--- config.mk ---
export PLATFORM = sky130hd
export DESIGN_NAME = mux4_rr_arbiter_flat
export DESIGN_NICKNAME = d
export VERILOG_FILES = /design/src/rtl/mux4_rr_arbiter_if.sv /design/src/rtl/mux4_rr_arbiter.sv /design/src/flat_wrapper.sv
export SDC_FILE = /design/constraint.sdc
export NUM_CORES = 1
export LEC_CHECK = 0
export CORE_UTILIZATION = 51
export CTS_CLUSTER_SIZE = 30
export DETAILED_ROUTE_END_ITERATION = 10
export PLACE_DENSITY_LB_ADDON = 0.05
export SLEW_MARGIN = 15
export SYNTH_ARGS = -nofsm -noshare
export SYNTH_HDL_FRONTEND = slang
export SYNTH_SLANG_ARGS = --single-unit
--- constraint.sdc ---
create_clock -name clk -period 2.8 [get_ports clk]
set_input_delay 0.56 -clock clk [delete_from_list [all_inputs] [get_ports clk]]
set_output_delay 0.56 -clock clk [all_outputs]
set_load 0.03 [all_outputs]
--- src/rtl/mux4_rr_arbiter_if.sv ---
// Bus bundle for the 4-requester round-robin arbiter that owns a shared 4:1 mux.
// The master side drives requests and mux data; the slave side returns grant and mux result.
interface mux4_rr_arbiter_if;
  logic [3:0] req;
  logic [3:0] d;
  logic [3:0] grant;
  logic [1:0] sel;
  logic       f;
  logic       preempt;

  modport master (
    output req,
    output d,
    input  grant,
    input  sel,
    input  f,
    input  preempt
  );

  modport slave (
    input  req,
    input  d,
    output grant,
    output sel,
    output f,
    output preempt
  );
endinterface

--- src/rtl/mux4_rr_arbiter.sv ---
// Two-state round-robin arbiter for a shared 4:1 mux with a bounded hold time.
// Every release (voluntary or forced) passes through one idle cycle before the next grant.
module mux4_rr_arbiter #(
  parameter int unsigned MAX_HOLD = 8
) (
  input  logic            clk,
  input  logic            rst,
  mux4_rr_arbiter_if.slave bus
);

  typedef enum logic [0:0] {
    IDLE = 1'b0,
    OWN  = 1'b1
  } state_t;

  localparam logic [3:0] MAX_HOLD_C = 4'(MAX_HOLD);

  state_t     state_r;
  state_t     state_nxt_s;
  logic [1:0] ptr_r;
  logic [1:0] ptr_nxt_s;
  logic [1:0] sel_r;
  logic [1:0] sel_nxt_s;
  logic [3:0] hold_cnt_r;
  logic [3:0] hold_cnt_nxt_s;
  logic [3:0] grant_r;
  logic [3:0] grant_nxt_s;
  logic       f_r;
  logic       f_nxt_s;
  logic       preempt_r;
  logic       preempt_nxt_s;

  // First active request found scanning upward from ptr, wrapping modulo 4.
  function automatic logic [1:0] rr_pick(input logic [3:0] req_v, input logic [1:0] ptr_v);
    logic [1:0] idx;
    logic       found;
    rr_pick = ptr_v;
    found   = 1'b0;
    for (int i = 0; i < 4; i++) begin
      idx = ptr_v + 2'(i);
      if (!found && req_v[idx]) begin
        rr_pick = idx;
        found   = 1'b1;
      end else begin
        found = found;
      end
    end
  endfunction

  // Next-state, pointer, hold counter and registered-output decode.
  always_comb begin
    state_nxt_s    = state_r;
    ptr_nxt_s      = ptr_r;
    sel_nxt_s      = sel_r;
    hold_cnt_nxt_s = hold_cnt_r;
    preempt_nxt_s  = 1'b0;
    grant_nxt_s    = 4'b0000;
    f_nxt_s        = 1'b0;

    case (state_r)
      IDLE: begin
        if (|bus.req) begin
          state_nxt_s    = OWN;
          sel_nxt_s      = rr_pick(bus.req, ptr_r);
          hold_cnt_nxt_s = 4'd1;
        end else begin
          state_nxt_s = IDLE;
        end
      end
      OWN: begin
        if (!bus.req[sel_r]) begin
          state_nxt_s = IDLE;
          ptr_nxt_s   = sel_r + 2'd1;
        end else if (hold_cnt_r == MAX_HOLD_C) begin
          // Forced release: owner still wants the mux but its time is up.
          state_nxt_s   = IDLE;
          ptr_nxt_s     = sel_r + 2'd1;
          preempt_nxt_s = 1'b1;
        end else begin
          hold_cnt_nxt_s = hold_cnt_r + 4'd1;
        end
      end
      default: begin
        state_nxt_s = IDLE;
      end
    endcase

    // f follows d through the select that will be live after this edge.
    if (state_nxt_s == OWN) begin
      grant_nxt_s = 4'b0001 << sel_nxt_s;
      f_nxt_s     = bus.d[sel_nxt_s];
    end else begin
      grant_nxt_s = 4'b0000;
      f_nxt_s     = 1'b0;
    end
  end

  // State and output registers with synchronous reset.
  always_ff @(posedge clk) begin
    if (rst) begin
      state_r    <= IDLE;
      ptr_r      <= 2'd0;
      sel_r      <= 2'd0;
      hold_cnt_r <= 4'd0;
      grant_r    <= 4'b0000;
      f_r        <= 1'b0;
      preempt_r  <= 1'b0;
    end else begin
      state_r    <= state_nxt_s;
      ptr_r      <= ptr_nxt_s;
      sel_r      <= sel_nxt_s;
      hold_cnt_r <= hold_cnt_nxt_s;
      grant_r    <= grant_nxt_s;
      f_r        <= f_nxt_s;
      preempt_r  <= preempt_nxt_s;
    end
  end

  assign bus.grant   = grant_r;
  assign bus.sel     = sel_r;
  assign bus.f       = f_r;
  assign bus.preempt = preempt_r;

endmodule

--- src/flat_wrapper.sv ---
// flat-port wrapper written by rule: the top's interface ports become plain ports
module mux4_rr_arbiter_flat 
#(
  parameter int unsigned MAX_HOLD = 8
)
  (clk, rst, bus_req, bus_d, bus_grant, bus_sel, bus_f, bus_preempt);
  mux4_rr_arbiter_if bus_i ();
  input  logic clk;
  input  logic rst;
  input wire logic [$bits(bus_i.req)-1:0] bus_req;
  input wire logic [$bits(bus_i.d)-1:0] bus_d;
  output wire logic [$bits(bus_i.grant)-1:0] bus_grant;
  output wire logic [$bits(bus_i.sel)-1:0] bus_sel;
  output wire logic [$bits(bus_i.f)-1:0] bus_f;
  output wire logic [$bits(bus_i.preempt)-1:0] bus_preempt;
  assign bus_i.req = bus_req;
  assign bus_i.d = bus_d;
  assign bus_grant = bus_i.grant;
  assign bus_sel = bus_i.sel;
  assign bus_f = bus_i.f;
  assign bus_preempt = bus_i.preempt;
  mux4_rr_arbiter #(.MAX_HOLD(MAX_HOLD)) u_core (.clk(clk), .rst(rst), .bus(bus_i));
endmodule
==> out/summary.txt, run 1 <==
status -> complete, no violations
Crit Path Max Fanout -> 7
WL final -> 1.34 mm
async set or reset register ratio after synthesis -> 0
Die X -> 41.0 um
Die ar. -> 1680 sq um
Final min period -> 2140 ps
clk slew on worst S/H paths -> 90 ps
cts hold-fix bufs -> 0
DR pass1 iterations -> 4
IO Port Bufs -> 17
Setup TNS -> 0 ps
H-tree Lvls -> 1
nets@finish -> 108
CTS tree -> yes
clock root buffer -> clkbuf_4
PostCTS Resize Cnt -> 0
vias in the first global route -> 492
dominant synthesized flop cell -> dfxtp_1
Top Family by Delay on Critical Path -> buffers and inverters
reg2reg path depth -> 5
YS warnings -> 0
Synth cell types -> 36
Final Total Pwr -> 0.501 mW
clk_lat worst skew -> 280 ps
Vias -> 612
Num CTS Buffers -> 3
share of cells above drive strength 1 -> 0.179
post-detail-place hpwl -> 1.08 mm
critical-path cell list -> clkdlybuf4s50_1, nor4_2, o21a_2, nor3_4, mux2_4, o211a_1
kind of critical path -> input pin to register
largest family of logic cells by synthesized area -> simple AND/OR/NAND/NOR gates
RSZ-0062 raised after global routing -> false
Mapped Cells -> 76
largest net degree at the start of global routing -> 13
post-synthesis average cell area -> 10.2 sq um
P&R area growth vs syn -> 25.9%
row cnt -> 13
Post-route DRC -> 0
worst hold slack -> 530 ps
global-route wire length before repair -> 1.99 mm
Die Span Y -> 41.0 um
Final Cycle Share -> 0.766
Net Count, Synth -> 88
Slowest-stage cell, CP -> clkdlybuf4s50_1
gpl congestion -> 0.721
Seq cells post-synth -> 15
post-synthesis compound-gate area fraction -> 0.163
post-synthesis adder-cell area fraction -> 0.0322
CP bufs+invs -> 1
effective utilization at floorplan -> 0.569
maximum vdd drop -> 0.335 mV
Worst path max stage delay -> 600 ps
Vias/cell -> 5.56
Worst Tran Pin Value -> 431 ps
ANT cells -> 0
Critical Path End Type -> register
hold path depth -> 2
Total GRT Usage -> 0.187
Antenna Nets Post-Route -> 0
EDFF count, synth -> 0
top cells by count, synth -> 15 x dfxtp_1, 6 x nor2_1, 4 x inv_1, 4 x nor3_1
Fillers -> 119
Core Area -> 1370 sq um
Worst Hold Class -> register to register
Worst Path Arrival -> 2330 ps
Synth area leaders -> dfxtp_1 39%, a2111oi_4 3.5%, ha_1 3.2%
post-synthesis instance area -> 777 sq um
max cap viols -> 0
fin. max-slew vios -> 0
count leader, synth -> dfxtp_1
max_slew headroom -> 0.708
hold violation count in the final report -> 0
Stages on worst setup path -> 6
Clock Path Buffers -> 2
global route overflow -> 0
Fmax -> 467 MHz
Required @ worst endpoint -> 2990 ps
Setup Skew -> 6.99 ps
Synth top area share -> 0.386
LEAKAGE -> 0.369 nW
Synth Area in Simple Gates -> 0.298
Final Setup Violations -> 0
io pins -> 18
CP startpoint kind -> input pin
post-synthesis mux area share -> 0.0483
initial antenna violation count -> 0
clk sinks -> 15
pwr dens -> 512 nW/um^2
WL per Instance -> 12.2 um
setup bufs post-CTS -> 0
Synth Area in XOR/XNOR -> 0.0338
register area share after synthesis -> 0.386
First DRT Iteration DRCs -> 7
area leader, netlist -> dfxtp_1
-- registers in the layout, indices dropped and copies added, names as in the netlist --
signal and count:
u_core.ptr_r 2, u_core.bus.f 1, u_core.bus.grant 4, u_core.bus.preempt 1
u_core.bus.sel 2, u_core.hold_cnt_r 4, u_core.state_r 1
-- layer usage --
metal / track usage / part of all wire / wire [um] / vias up
met5: 0 / 0 / 0 / -
met3: 0.0326 / 0.029 / 39 / 2
met2: 0.313 / 0.47 / 636 / 15
met4: 0.125 / 0.019 / 25 / 0
met1: 0.215 / 0.48 / 638 / 278
li1: - / - / - / 317
-- logic make-up (layout without fill, tap and decap cells) --
kind of cell	after synthesis	after routing
AO/OA/AOI/OAI	14	14
XOR/XNOR	3	3
adder cells (fa/ha/maj)	2	2
buffers and inverters	6	25
flip-flops	15	15
multiplexers	2	2
AND/OR/NAND/NOR	34	34
-- final timing paths --
| kind | start | end | slack (ps) |
|---|---|---|---|
| worst min-delay path | u_core.ptr_r[0] | u_core.ptr_r[0] | 530 |
| worst max-delay path | bus_req[0] | u_core.bus.f | 660 |
| worst min register to register | u_core.ptr_r[0] | u_core.ptr_r[0] | 530 |
| worst max register to register | u_core.bus.sel[1] | u_core.bus.grant[2] | 1030 |
-- layout make-up --
class	instances	area, sq um	area share
multi-input combinational	55	447	0.457
inverter	4	15.0	0.0153
clock buffer	3	22.5	0.0230
sequential	15	300	0.307
tap	15	18.8	0.0192
timing repair buffer	17	170	0.174
clock inverter	1	5.00	0.00512
-- layout by cell type, fill, tap and decap left out, drive strengths merged, types with 2 or more instances in the layout --
cell type / netlist / layout
nand2: 2 / 2
and3: 3 / 3
nor3: 5 / 5
a21oi: 3 / 3
nor4b: 2 / 2
a211oi: 3 / 3
ha: 2 / 2
nor2b: 2 / 2
dfxtp: 15 / 15
nor4: 3 / 3
nor2: 10 / 10
clkbuf: 1 / 3
nand2b: 3 / 3
inv: 4 / 4
clkdlybuf4s50: 0 / 17
xor2: 2 / 2
-- report_power, final --
group / total (mW) / switching [mW] / internal, mW
registers: 0.243 / 0.0141 / 0.229
clock network: 0.120 / 0.0672 / 0.0530
logic: 0.138 / 0.0719 / 0.0659
total: 0.501 / 0.153 / 0.348
-- tightest hold or removal path: stages, from the launching register on --
cell,delay [ps]
dfxtp_1,330
nor2_1,100
a211oi_1,50
-- metrics by stage --
stage | area [sq um] | utilization | cells | worst slack (ps)
finish | 978 | 0.716 | 110 | 656
global route | 978 | 0.716 | 110 | 573
CTS | 978 | 0.716 | 110 | 665
detailed placement | 951 | 0.696 | 106 | 357
global placement | 951 | 0.696 | 106 | 384
floorplan | 777 | - | 76 | 957
(Power assumes the default switching activity.)
==> inputs of run 2 (changes only) <==
--- a/config.mk
+++ b/config.mk
@@ -5,7 +5,7 @@
 export SDC_FILE = /design/constraint.sdc
 export NUM_CORES = 1
 export LEC_CHECK = 0
-export CORE_UTILIZATION = 51
+export CORE_UTILIZATION = 43
 export CTS_CLUSTER_SIZE = 30
 export DETAILED_ROUTE_END_ITERATION = 10
 export PLACE_DENSITY_LB_ADDON = 0.05
==> constraint.sdc (replaced) <==
create_clock -name clk -period 1.86 [get_ports clk]
set_input_delay 0.372 -clock clk [delete_from_list [all_inputs] [get_ports clk]]
set_output_delay 0.372 -clock clk [all_outputs]
set_load 0.03 [all_outputs]
==> out/summary.txt, run 2 (synthesized netlist as in run 1, its figures left out) <==
Required @ worst endpoint -> 1490 ps
Post-route DRC -> 0
clk slew on worst S/H paths -> 90 ps
Setup WS post-layout -> 50.7 ps
ANT cells -> 0
CP startpoint kind -> register
Setup Skew -> 8.88 ps
Final Cycle Share -> 0.973
initial antenna violation count -> 0
H-tree Lvls -> 1
R2R Path Start -> u_core.hold_cnt_r[0]
nets@finish -> 119
hold violation count in the final report -> 0
Die Span Y -> 44.5 um
share of cells above drive strength 1 -> 0.283
Fmax -> 553 MHz
maximum vdd drop -> 0.475 mV
Die X -> 44.5 um
RR Endpoint -> u_core.bus.grant[3]
global-route wire length before repair -> 2.57 mm
Die ar. -> 1980 sq um
effective utilization at floorplan -> 0.487
clk_lat worst skew -> 280 ps
Final min period -> 1810 ps
status -> complete, no violations
CP endpoint -> bus_sel[1]
io pins -> 18
Setup TNS -> 0 ps
most frequent cells in the layout -> 15 x dfxtp_1, 13 x clkdlybuf4s50_1, 11 x buf_4
Worst path max stage delay -> 660 ps
reg2reg path depth -> 7
WL per Instance -> 12.0 um
kind of critical path -> register to output pin
commonest non-fill, non-tap cell in the layout -> dfxtp_1
Layout Cell Area excl Fill -> 1070 sq um
global route overflow -> 0
Post-DP Area -> 1040 sq um
Vias -> 654
Clock Path Buffers -> 2
LEAKAGE -> 0.429 nW
Final Total Pwr -> 0.790 mW
post-detail-place hpwl -> 1.25 mm
post-place setup slack -> -388 ps
Worst Tran Pin Value -> 432 ps
RSZ-0062 raised after global routing -> false
worst reg2reg setup slack -> 130 ps
WL final -> 1.56 mm
Total GRT Usage -> 0.183
fin. max-slew vios -> 0
First DRT Iteration DRCs -> 12
cts hold-fix bufs -> 0
Critical Path End Type -> output pin
setup bufs post-CTS -> 0
Slowest-stage cell, CP -> clkdlybuf4s50_1
Crit Path Max Fanout -> 3
vias in the first global route -> 613
CTS tree -> yes
Antenna Nets Post-Route -> 0
gpl congestion -> 0.756
Vias/cell -> 5.03
clock root buffer -> clkbuf_4
Core Area -> 1590 sq um
worst hold slack -> 538 ps
max_slew headroom -> 0.708
IO Port Bufs -> 17
Final Setup Violations -> 0
P&R area growth vs syn -> 38.0%
critical-path cell list -> buf_4, clkdlybuf4s50_1
pwr dens -> 737 nW/um^2
Worst Hold Class -> register to register
Num CTS Buffers -> 3
DR pass1 iterations -> 4
row cnt -> 14
clk sinks -> 15
largest net degree at the start of global routing -> 13
max cap viols -> 0
worst setup path start -> u_core.bus.sel[1]
Worst Path Arrival -> 1440 ps
## run 2: cell count changes in the layout (fill, tap and decap cells not counted)
cell,before,now
buf_4,0,11
clkdlybuf4s50_1,17,13
dlygate4sd2_1,0,4
nor2b_1,2,0
nor2b_2,0,2
## run 2: power by group
group / switching (mW) / leakage [nW] / internal, mW
Combinational: 0.118 / 0.289 / 0.123
Sequential: 0.0214 / 0.123 / 0.345
Clock: 0.103 / 0.0177 / 0.0798
Total: 0.242 / 0.429 / 0.548
## run 2: worst min-delay path by stage
stage	to	depth (start not counted)	slack, ps	from
final	u_core.ptr_r[0]	2	540	u_core.ptr_r[0]
after CTS	u_core.ptr_r[0]	2	540	u_core.ptr_r[0]
after floorplan	u_core.bus.preempt	1	450	rst
after global routing	u_core.ptr_r[0]	2	580	u_core.ptr_r[0]
after global placement	u_core.ptr_r[0]	2	510	u_core.ptr_r[0]
after detailed placement	u_core.ptr_r[0]	2	520	u_core.ptr_r[0]
## run 2: area by class of cell
cell class | instances | area (sq um)
clock buffers | 3 | 22.5
clock inverters | 1 | 5.00
fillers | 138 | 522
inverters | 4 | 15.0
multi-input cells | 55 | 452
flip-flops and latches | 15 | 300
well taps | 24 | 30.0
repair buffers | 28 | 248
## run 2: what timing repair did
item                                   4_1_cts  5_1_grt
setup endpoints to repair                    6        0
endpoints found under the hold margin        0        0
gates resized for setup                      6        0
## run 2: routing by layer
layer,global-route usage,share of wire,vias to the layer above
met5,0,0,-
met4,0.0727,0.0083,0
met3,0.0531,0.033,2
met2,0.315,0.50,14
met1,0.214,0.46,300
li1,-,-,338
## run 2: critical path, delay by kind of cell (launching register included)
family	cells	cell delay [ps]
buffers and inverters	2	790
flip-flops	1	360
## run 2: per-stage QoR
step	util	cells
after floorplan	-	76
after global placement	0.655	126
after detailed placement	0.655	126
after CTS	0.673	130
after global routing	0.673	130
final	0.673	130
